### src/rtl/ctrl_bus_pkg.sv
// ctrl_bus_pkg
// Shared types and constants for the control bus bridge.
//   - state_t      : bridge FSM states
//   - tag_t        : {block idx, sel, addr} identifying one 64-bit bank register
//   - *_MSB/*_LSB  : bit positions of the fields inside a host word address
//   - blockOneHot  : block index to one-hot chip-select decode
package ctrl_bus_pkg;

  localparam int CS_COUNT_DEF = 9;

  localparam int IDX_MSB  = 13;
  localparam int IDX_LSB  = 10;
  localparam int SEL_MSB  = 9;
  localparam int SEL_LSB  = 8;
  localparam int ADDR_MSB = 7;
  localparam int ADDR_LSB = 1;
  localparam int HALF_BIT = 0;

  typedef enum logic [2:0] {
    IDLE,
    BUS_WR,
    BUS_RD,
    RD_CAPT,
    RESP
  } state_t;

  typedef struct packed {
    logic [3:0] idx;
    logic [1:0] sel;
    logic [6:0] addr;
  } tag_t;

  // Full 16-entry decode of the 4-bit block index. Bits at or above the
  // number of real banks flag an out-of-range index.
  function automatic logic [15:0] blockOneHot(input logic [3:0] idx);
    blockOneHot = 16'd1 << idx;
  endfunction

endpackage

### src/rtl/control_bus_bridge.sv
// control_bus_bridge
// Host-side front end of the control register bank. Turns single-outstanding
// 32-bit host word requests into 64-bit bank accesses: writes are assembled
// from a low-half shadow plus the high-half request, reads go through a read
// shadow so the second half of a 64-bit register is served without a bus trip.
//
// Ports:
//   control_clk, control_rst_n : clock, synchronous active-low reset
//   req_valid/req_ready        : host request handshake
//   req_write, req_addr        : op and word address {idx, sel, addr, half}
//   req_wdata                  : 32-bit write data
//   resp_valid/resp_ready      : host response handshake
//   resp_rdata, resp_err       : read data (0 on writes/errors), bad-index flag
//   cs, sel, addr, we, r_in    : registered bank-side request
//   r_out                      : bank read data, valid one cycle after cs
module control_bus_bridge
  import ctrl_bus_pkg::*;
#(
  parameter int CS_COUNT = CS_COUNT_DEF,
  parameter int HOST_AW  = 14
) (
  input  logic                control_clk,
  input  logic                control_rst_n,
  input  logic                req_valid,
  output logic                req_ready,
  input  logic                req_write,
  input  logic [HOST_AW-1:0]  req_addr,
  input  logic [31:0]         req_wdata,
  output logic                resp_valid,
  input  logic                resp_ready,
  output logic [31:0]         resp_rdata,
  output logic                resp_err,
  output logic [CS_COUNT-1:0] cs,
  output logic [1:0]          sel,
  output logic [6:0]          addr,
  output logic [63:0]         r_in,
  output logic                we,
  input  logic [63:0]         r_out
);

  state_t r_state;
  state_t w_nextState;

  logic [CS_COUNT-1:0] r_cs;
  logic [1:0]          r_sel;
  logic [6:0]          r_addr;
  logic [63:0]         r_rIn;
  logic                r_we;
  logic [31:0]         r_respRdata;
  logic                r_respErr;
  logic [31:0]         r_wrShadowLo;
  logic [63:0]         r_rdShadow;
  logic                r_rdShadowValid;
  tag_t                r_shadowTag;
  tag_t                r_curTag;
  logic                r_curHalf;

  logic [3:0]  w_idx;
  logic [1:0]  w_sel;
  logic [6:0]  w_addr;
  logic        w_half;
  tag_t        w_reqTag;
  logic [15:0] w_oneHot;
  logic        w_badIdx;
  logic        w_shadowHit;

  // Split the host word address into its bank fields and pre-compute the
  // decode results that the IDLE state acts on.
  assign w_idx       = req_addr[IDX_MSB:IDX_LSB];
  assign w_sel       = req_addr[SEL_MSB:SEL_LSB];
  assign w_addr      = req_addr[ADDR_MSB:ADDR_LSB];
  assign w_half      = req_addr[HALF_BIT];
  assign w_reqTag    = {w_idx, w_sel, w_addr};
  assign w_oneHot    = blockOneHot(w_idx);
  assign w_badIdx    = |w_oneHot[15:CS_COUNT];
  assign w_shadowHit = r_rdShadowValid && (r_shadowTag == w_reqTag);

  // Deriving the handshake flags from distinct states keeps req_ready and
  // resp_valid mutually exclusive by construction.
  assign req_ready  = (r_state == IDLE);
  assign resp_valid = (r_state == RESP);
  assign resp_rdata = r_respRdata;
  assign resp_err   = r_respErr;
  assign cs         = r_cs;
  assign sel        = r_sel;
  assign addr       = r_addr;
  assign r_in       = r_rIn;
  assign we         = r_we;

  // State register.
  always_ff @(posedge control_clk) begin
    if (!control_rst_n) begin
      r_state <= IDLE;
    end else begin
      r_state <= w_nextState;
    end
  end

  // Next-state decode. Only a write-hi or a read that misses the shadow
  // touches the bank; everything else answers straight from IDLE.
  always_comb begin
    w_nextState = r_state;
    case (r_state)
      IDLE: begin
        if (req_valid) begin
          if (w_badIdx) begin
            w_nextState = RESP;
          end else if (req_write) begin
            w_nextState = w_half ? BUS_WR : RESP;
          end else if (w_half && w_shadowHit) begin
            w_nextState = RESP;
          end else begin
            w_nextState = BUS_RD;
          end
        end
      end
      BUS_WR:  w_nextState = RESP;
      BUS_RD:  w_nextState = RD_CAPT;
      RD_CAPT: w_nextState = RESP;
      RESP:    if (resp_ready) w_nextState = IDLE;
      default: w_nextState = IDLE;
    endcase
  end

  // Datapath: bank-side request registers, write/read shadows and the
  // response registers. Reset drops cs/we at the same edge, which abandons
  // any access in flight without ever producing a response.
  always_ff @(posedge control_clk) begin
    if (!control_rst_n) begin
      r_cs            <= '0;
      r_sel           <= '0;
      r_addr          <= '0;
      r_rIn           <= '0;
      r_we            <= 1'b0;
      r_respRdata     <= '0;
      r_respErr       <= 1'b0;
      r_wrShadowLo    <= '0;
      r_rdShadow      <= '0;
      r_rdShadowValid <= 1'b0;
      r_shadowTag     <= '0;
      r_curTag        <= '0;
      r_curHalf       <= 1'b0;
    end else begin
      case (r_state)
        IDLE: begin
          if (req_valid) begin
            r_curTag  <= w_reqTag;
            r_curHalf <= w_half;
            if (w_badIdx) begin
              r_respErr   <= 1'b1;
              r_respRdata <= '0;
            end else if (req_write) begin
              if (!w_half) begin
                r_wrShadowLo <= req_wdata;
              end else begin
                r_rIn  <= {req_wdata, r_wrShadowLo};
                r_cs   <= w_oneHot[CS_COUNT-1:0];
                r_we   <= 1'b1;
                r_sel  <= w_sel;
                r_addr <= w_addr;
              end
            end else if (w_half && w_shadowHit) begin
              r_respRdata <= r_rdShadow[63:32];
            end else begin
              r_cs   <= w_oneHot[CS_COUNT-1:0];
              r_we   <= 1'b0;
              r_sel  <= w_sel;
              r_addr <= w_addr;
            end
          end
        end
        BUS_WR: begin
          r_cs <= '0;
          r_we <= 1'b0;
          // The bank now holds newer data than the shadow for this register.
          if (r_curTag == r_shadowTag) begin
            r_rdShadowValid <= 1'b0;
          end
        end
        BUS_RD: begin
          r_cs <= '0;
        end
        RD_CAPT: begin
          r_rdShadow      <= r_out;
          r_shadowTag     <= r_curTag;
          r_rdShadowValid <= 1'b1;
          r_respRdata     <= r_curHalf ? r_out[63:32] : r_out[31:0];
        end
        RESP: begin
          if (resp_ready) begin
            r_respRdata <= '0;
            r_respErr   <= 1'b0;
          end
        end
        default: begin
          r_cs <= '0;
          r_we <= 1'b0;
        end
      endcase
    end
  end

endmodule

### config.mk
export PLATFORM = sky130hd
export DESIGN_NAME = control_bus_bridge
export DESIGN_NICKNAME = d
export VERILOG_FILES = /design/src/rtl/ctrl_bus_pkg.sv /design/src/rtl/control_bus_bridge.sv
export SDC_FILE = /design/constraint.sdc
export NUM_CORES = 1
export LEC_CHECK = 0
export ABC_CLOCK_PERIOD_IN_PS = 2900
export BUFFER_PORTS_ARGS = -buffer_cell sky130_fd_sc_hd__buf_4
export CAP_MARGIN = 10
export CORE_MARGIN = 5
export CORE_UTILIZATION = 43
export CTS_CLUSTER_DIAMETER = 40
export DETAILED_ROUTE_END_ITERATION = 6
export PLACE_DENSITY = 0.67
export SYNTH_ARGS = -nofsm -noshare
export SYNTH_HDL_FRONTEND = slang
export SYNTH_SLANG_ARGS = --single-unit
### constraint.sdc
create_clock -name control_clk -period 2.9 [get_ports control_clk]
set_input_delay 0.29 -clock control_clk [delete_from_list [all_inputs] [get_ports control_clk]]
set_output_delay 0.29 -clock control_clk [all_outputs]
set_load 0.05 [all_outputs]
==> flow_summary.ini, run 1 <==
[hold_path]
min_from = req_wdata[8]
hold_end = r_wrShadowLo[8]
min_path_type = in2reg
hold_depth = 3

[floorplan]
die_area_sq_um = 24300
core_sq_um = 21000
die_x_um = 156
start_util = 0.436
io_pins = 233
die_height_um = 156
row_count = 53

[logic_synthesis]
async_reset_ff_frac = 0
synth.cell_area_sq_um = 9130
synth_edf_count = 0
synth.distinct_cells = 46
syn_avg_cell_area_sq_um = 8.32
yosysWarnings = 0
synthesis.nets = 1213
synthCells = 1098
yosysSeqAreaShare = 0.463
ys_ff_latch = 211
synth_ff_type = dfxtp_1

[sta]
final.period_utilization = 0.771
rsz0062_at_grt = no
worst_pin_slew_ns = 0.769
hold_viol = 0
max-slew-margin-rel = 0.487
fin_skew_ns = 0.0211
fin_crit_ns = 2.24
max_freq_mhz = 447
setup_viol = 0
slew_violations = 0
tns_ns = 0

[place]
postPlaceCellArea_sq_um = 11000
hpwl_um = 16300
place_congestion = 0.825
port_buffers = 232

[clock_tree]
cts.clk_slew.worst_paths_ns = 0.06
cts.sink_count = 211
postCtsHoldBufs = 0
clk_latency_ns = 0.49
cts-root-buf = clkbuf_16
cts_setup_buffers = 0
cts_tree = yes
htree_levels = 2
cts_made_buffers = 35
clockBufferDepth = 3
cts_resized = 0

[setup_path]
rrSetupSlack_ns = 0.66
crit_arrival_ns = 2.64
worstPathMaxFanout = 50
cp-start-kind = flip-flop
worstRegToRegCells = 7
crit_type = reg2reg
cp-end-kind = flip-flop
worstReg2RegEnd = r_in[5]
worstReg2RegStart = r_state[2]
cp.required_ns = 3.31

[layout]
diodes = 0
multi_input_area_sq_um = 4470
fill_cells = 1941
seqCellArea_sq_um = 4230
layout-drive-gt1-share = 0.238
design_area_sq_um = 12200
finalNetCount = 1415
area_delta_synth_final_pct = 33.5

[route]
wirelength_um = 24800
drc = 0
vias_per_cell = 4.98
drtPass1Iterations = 4
drtIter0Drc = 431
vias = 7948
drt-wirelength-per-cell_um = 15.5
ant_nets = 0

[run]
cap_violations = 0

[power_and_ir_drop]
p_leak_nw = 4.85
fin_total_pwr_mw = 8.07
ir_drop_mv = 0.421
powerDensity_nw_per_um2 = 662

[global_route]
gr-total-overflow = 0
gr-usage-met3 = 0.0663
antenna_found_initial = 0
grt_pass1_vias = 7572
top_usage_layer = met2
track_usage = 0.195
grt_first_pass_wirelength_um = 38700
met1_usage = 0.246
grt_max_degree = 106
use_met2 = 0.313

[run_status]
status = finished clean
synthesized netlist by cell type (2+ instances only):
master / instances / area (sq um)
nor2b_1: 4 / 25.0
o21ai_0: 35 / 175
nand2_1: 436 / 1640
a21boi_1: 42 / 315
buf_6: 12 / 135
nand3_1: 10 / 50.1
nand2b_1: 4 / 25.0
mux2i_1: 82 / 821
buf_4: 2 / 15.0
inv_1: 7 / 26.3
nor2_1: 7 / 26.3
xor2_1: 7 / 61.3
buf_1: 4 / 15.0
a21boi_0: 114 / 856
dfxtp_1: 211 / 4220
nor4_1: 2 / 12.5
nor3_1: 4 / 20.0
or3_1: 2 / 12.5
a21oi_1: 3 / 15.0
nand4_1: 7 / 43.8
xnor2_1: 15 / 131
o31ai_1: 2 / 15.0
clkbuf_1: 49 / 184
buf_2: 15 / 75.1
cell type report:
type / count / share of cell area
Inverter: 8 / 0.00257
Clock buffer: 42 / 0.0791
Timing Repair Buffer: 247 / 0.155
Clock inverter: 17 / 0.0216
Tap cell: 275 / 0.0282
Sequential cell: 211 / 0.347
Multi-Input combinational cell: 797 / 0.367
registers in the layout, indices dropped and copies added, names as in the netlist:
name and cells:
resp_err 1, r_wrShadowLo 32, r_state 3, r_curHalf 1
addr 7, r_rdShadow 32, sel 2, cs 9
resp_rdata 32, r_in 64, r_rdShadowValid 1, r_curTag 13
r_shadowTag 13, we 1
cells in the final DEF (no fill, tap or decap), drive strengths merged, types with 3 or more instances in the layout:
cell	count
clkinvlp	3
nor2	9
mux2i	82
xor2	7
nor2b	4
a21oi	3
clkinv	5
inv	11
a21boi	156
nand3	10
buf	247
dfxtp	211
o31ai	3
clkbuf	42
nor3	5
nand4	7
o21ai	35
nand2b	4
bufinv	6
xnor2	15
nand2	437
metal layers:
layer | share of wire | wire [um]
met1 | 0.43 | 10700
met2 | 0.46 | 11400
met3 | 0.083 | 2050
met4 | 0.025 | 624
met5 | 0 | 0
worst max path at each step:
stage / startpoint / cells past startpoint / slack, ns / to
floorplan: r_state[2] / 7 / 0.32 / resp_rdata[0]
global placement: req_addr[9] / 7 / 0.67 / we
detailed placement: req_addr[9] / 7 / 0.61 / we
CTS: r_state[2] / 7 / 0.65 / r_in[5]
global route: r_state[2] / 7 / 0.45 / r_in[30]
finish: r_state[2] / 7 / 0.66 / r_in[5]
worst max-delay path: stages, from the launching register on:
cell	delay (ns)
dfxtp_1	0.37
or3_1	0.56
nor2_2	0.18
nand3_1	0.15
nor2_4	0.12
buf_4	0.48
nand2_1	0.10
a21boi_0	0.18
power by group:
| group | switching, mW | internal (mW) |
|---|---|---|
| registers | 0.0418 | 2.96 |
| clock network | 1.40 | 2.91 |
| logic | 0.450 | 0.315 |
| total | 1.89 | 6.18 |
cell families after synthesis:
family,Yosys count,share of synthesized area
xor+xnor,22,0.0211
flops,211,0.463
simple gates,485,0.211
buf+inv,90,0.0499
compound gates,208,0.165
mux,82,0.0899
through the flow:
step,cells,util,worst slack (ns),hold WS (ns)
after floorplan,1098,-,0.317,0.425
after global placement,1538,0.523,0.669,0.436
after detailed placement,1538,0.523,0.613,0.443
after CTS,1597,0.582,0.650,0.0261
after global routing,1597,0.582,0.446,0.0404
final,1597,0.582,0.665,0.0475
Note: power is estimated with default switching activity, not from simulation.
==> run 2: changes to the inputs <==
ABC_CLOCK_PERIOD_IN_PS = 2200   (was 2900)
clock period = 2.2 ns   (was 2.9 ns; I/O delays follow)
==> flow_summary.ini, run 2 (synthesis results as in run 1) <==
[sta]
timing.hold.ws_ns = 0.0147
max_freq_mhz = 486
setup_viol = 0
fin_skew_ns = 0.0137
tns_ns = 0
rsz0062_at_grt = no
worst_pin_slew_ns = 0.669
final.period_utilization = 0.936
fin_crit_ns = 2.06
slew_violations = 0
max-slew-margin-rel = 0.548
hold_viol = 0

[route]
vias = 8227
ant_nets = 0
vias_per_cell = 4.96
drc = 0
drtPass1Iterations = 5
drtIter0Drc = 340
drt-wirelength-per-cell_um = 15.3
wirelength_um = 25400

[global_route]
grt_pass1_vias = 7922
gr-total-overflow = 0
grt_max_degree = 101
grt_first_pass_wirelength_um = 40900
antenna_found_initial = 0
track_usage = 0.203

[power_and_ir_drop]
fin_total_pwr_mw = 10.9
powerDensity_nw_per_um2 = 842
ir_drop_mv = 0.539
p_leak_nw = 5.15

[layout]
seqCellArea_sq_um = 4230
layout-drive-gt1-share = 0.235
diodes = 0
fill_cells = 1844
multi_input_area_sq_um = 4480
mostFrequentLayoutCells = nand2_1, buf_4, dfxtp_1, a21boi_0, mux2i_1
mostFrequentLayoutCell = nand2_1
largest_reg_flops = 64
area_delta_synth_final_pct = 41.4
finalNetCount = 1474

[run_status]
status = finished clean

[clock_tree]
clk_latency_ns = 0.49
cts-root-buf = clkbuf_16
clockBufferDepth = 3
htree_levels = 2
cts_tree = yes
cts.sink_count = 211
cts.clk_slew.worst_paths_ns = 0.05
cts_made_buffers = 34

[place]
port_buffers = 232
hpwl_um = 16700
place_congestion = 0.833

[floorplan]
io_pins = 233
row_count = 53
core_sq_um = 21000
die_area_sq_um = 24300
die_height_um = 156
die_x_um = 156
start_util = 0.436

[setup_path]
max_stage_delay_ns = 0.48
worstPathMaxFanout = 32
crit_slowest_cell = or3_4
cp-end-kind = flip-flop
crit_type = reg2reg
cp-start-kind = flip-flop
cp.required_ns = 2.54
worstPathCellList = or3_4, clkinv_2, nand2_4, or3_1, buf_4, nand2_1, a21boi_0
rrSetupSlack_ns = 0.14
crit_arrival_ns = 2.40

[run]
cap_violations = 0

[hold_path]
min_path_type = in2reg
run 2: cell count changes in the layout (fill, tap and decap cells not counted):
cell / previous run / this run
buf_12: 3 / 10
clkbuf_1: 3 / 4
clkinvlp_4: 3 / 5
bufinv_16: 6 / 7
inv_6: 3 / 0
inv_8: 1 / 0
dlygate4sd3_1: 0 / 53
clkinv_4: 1 / 2
or3_1: 2 / 1
or3_4: 0 / 1
nor3_1: 4 / 3
nor3_2: 0 / 1
clkbuf_8: 2 / 3
run 2: layout make-up:
class | count | area share
clock inverter | 17 | 0.0217
clock buffer | 44 | 0.0761
timing repair buffer | 307 | 0.199
tap | 275 | 0.0267
sequential | 211 | 0.327
multi-input combinational | 797 | 0.347
inverter | 8 | 0.00242
run 2: path summary, 6_finish.rpt:
check,cells after the start,to,startpoint
worst max-delay path,7,r_wrShadowLo[17],r_state[2]
worst min-delay path,3,r_rdShadow[56],r_out[56]
worst min register to register,2,r_in[14],r_wrShadowLo[14]
worst max register to register,7,r_wrShadowLo[17],r_state[2]
run 2: metrics by stage:
| step | cell area (sq um) | std cells | utilization | setup slack, ns |
|---|---|---|---|---|
| after floorplan | 9140 | 1098 | - | 0.0871 |
| after global placement | 11100 | 1545 | 0.530 | 0.214 |
| after detailed placement | 11100 | 1545 | 0.530 | 0.135 |
| after CTS | 12900 | 1659 | 0.616 | 0.120 |
| after global routing | 12900 | 1659 | 0.616 | 0.0711 |
| final | 12900 | 1659 | 0.616 | 0.142 |
run 2: per-layer routing:
metal	global-route usage	routed length [um]	vias to the layer above
li1	-	-	4129
met1	0.260	10900	3836
met2	0.330	12100	219
met3	0.0613	1860	43
met4	0.0667	633	0
met5	0	0	-
run 2: critical path: cells and delay by family, from the launching register on:
kind | cells | cell delay [ns]
buffers and inverters | 2 | 0.35
and+or+nand+nor | 4 | 1.02
AOI/OAI and AO/OA | 1 | 0.13
DFF | 1 | 0.38
run 2: report_power, final:
part           switching [mW]  internal (mW)
logic                   0.615          0.514
clock network            1.82           3.97
registers              0.0570           3.90
run 2: what timing repair did:
item | in CTS | in global routing
resized for setup | 0 | 1
setup buffers | 0 | 0
endpoints found under the setup margin | 0 | 12
hold endpoints to repair | 75 | 0
hold buffers | 53 | 0
==> run 3: changes to the inputs <==
BUFFER_PORTS_ARGS = -buffer_cell sky130_fd_sc_hd__buf_2   (was -buffer_cell sky130_fd_sc_hd__buf_4)
SETUP_SLACK_MARGIN = 0.1   (was not set)
==> flow_summary.ini, run 3 (synthesis results as in run 1) <==
[run]
cap_violations = 0

[place]
place_ws_ns = 0.200
place_congestion = 0.838
port_buffers = 232
hpwl_um = 16200

[setup_path]
cp.required_ns = 2.65
cp-start-kind = input pin
worstPathMaxFanout = 9
crit_arrival_ns = 2.46
cp-end-kind = flip-flop
crit_type = in2reg

[layout]
diodes = 0
mostFrequentLayoutCell = nand2_1
layout-drive-gt1-share = 0.230
mostFrequentLayoutCells = nand2_1, buf_2, dfxtp_1, a21boi_0, mux2i_1
fill_cells = 1903
finalNetCount = 1495
seqCellArea_sq_um = 4230
area_delta_synth_final_pct = 34.5
largest_reg_flops = 64
multi_input_area_sq_um = 4490

[clock_tree]
htree_levels = 1
cts-root-buf = clkbuf_16
clk_latency_ns = 0.53
cts.clk_slew.worst_paths_ns = 0.06
cts.sink_count = 211
cts_made_buffers = 31
clockBufferDepth = 3
cts_tree = yes
cts_setup_buffers = 0

[sta]
final.period_utilization = 0.910
slew_violations = 0
setup_ws_ns = 0.198
fin_skew_ns = 0.0110
fin_crit_ns = 2.00
setup_viol = 0
max_freq_mhz = 499
hold_viol = 0
max-slew-margin-rel = 0.550
tns_ns = 0
worst_pin_slew_ns = 0.667
rsz0062_at_grt = no

[global_route]
grt_pass1_vias = 7965
grt_max_degree = 129
grt_first_pass_wirelength_um = 40500
gr-usage-met3 = 0.0560
antenna_found_initial = 1
met1_usage = 0.254
top_usage_layer = met2
gr-total-overflow = 0
track_usage = 0.200
use_met2 = 0.333

[floorplan]
die_area_sq_um = 24300
die_x_um = 156
io_pins = 233
start_util = 0.436
row_count = 53
die_height_um = 156
core_sq_um = 21000

[route]
wirelength_um = 24900
vias = 8255
drc = 0
ant_nets = 0
drtIter0Drc = 517
vias_per_cell = 4.92
drtPass1Iterations = 5
drt-wirelength-per-cell_um = 14.8

[power_and_ir_drop]
p_leak_nw = 5.02
ir_drop_mv = 0.553
powerDensity_nw_per_um2 = 782
fin_total_pwr_mw = 9.60

[run_status]
status = finished clean

[hold_path]
min_path_type = in2reg
## run 3: cell types whose count changed in the layout (fill, tap and decap cells not counted), moves of 3 or more
cell,before,now
buf_2,0,231
buf_4,243,15
dlygate4sd3_1,53,74
inv_6,0,3
bufinv_16,7,0
clkbuf_16,37,31
## run 3: through the flow
stage | util | cell area (sq um) | hold WS, ns | instances
2_1_floorplan | - | 9140 | 0.355 | 1098
3_3_place_gp | 0.503 | 10500 | 0.437 | 1548
3_5_place_dp | 0.503 | 10500 | 0.442 | 1548
4_1_cts | 0.586 | 12300 | 0.00683 | 1678
5_1_grt | 0.586 | 12300 | 0.0103 | 1678
6_report | 0.586 | 12300 | 0.0332 | 1678
## run 3: worst max-delay path, cell delays in order
cell and delay (ns):
dlygate4sd3_1 0.53, buf_2 0.15, xnor2_1 0.19, nand2_1 0.07, or4_1 0.54, nor2_4 0.17
o22a_1 0.23, buf_12 0.16, mux2i_1 0.19
## run 3: final cells by class
cell class | count | share of cell area
flip-flops and latches | 211 | 0.344
inverters | 8 | 0.00255
repair buffers | 331 | 0.180
clock inverters | 17 | 0.0112
multi-input cells | 797 | 0.365
well taps | 275 | 0.0280
clock buffers | 39 | 0.0689
## run 3: worst paths after layout
check,from,to,slack (ns),cells past startpoint
max,req_addr[9],cs[3],0.20,9
min,req_addr[10],r_curTag[9],0.03,3
max reg2reg,r_shadowTag[10],cs[3],0.22,7
min reg2reg,r_wrShadowLo[26],r_in[26],0.45,2
## run 3: layer usage
metal,vias to the layer above,wire (um)
li1,4168,-
met2,213,11800
met4,2,546
met1,3828,10600
met3,44,1900
met5,-,7
## run 3: timing repair
| action | in CTS | in global routing |
|---|---|---|
| setup endpoints to repair | 0 | 16 |
| hold endpoints to repair | 115 | 0 |
| resized for setup | 0 | 2 |
| hold buffers | 74 | 0 |
## run 3: report_power, final
group	internal [mW]	switching (mW)	leakage, nW
registers	3.90	0.0543	1.71
clock network	2.75	1.81	0.462
logic	0.471	0.621	2.85
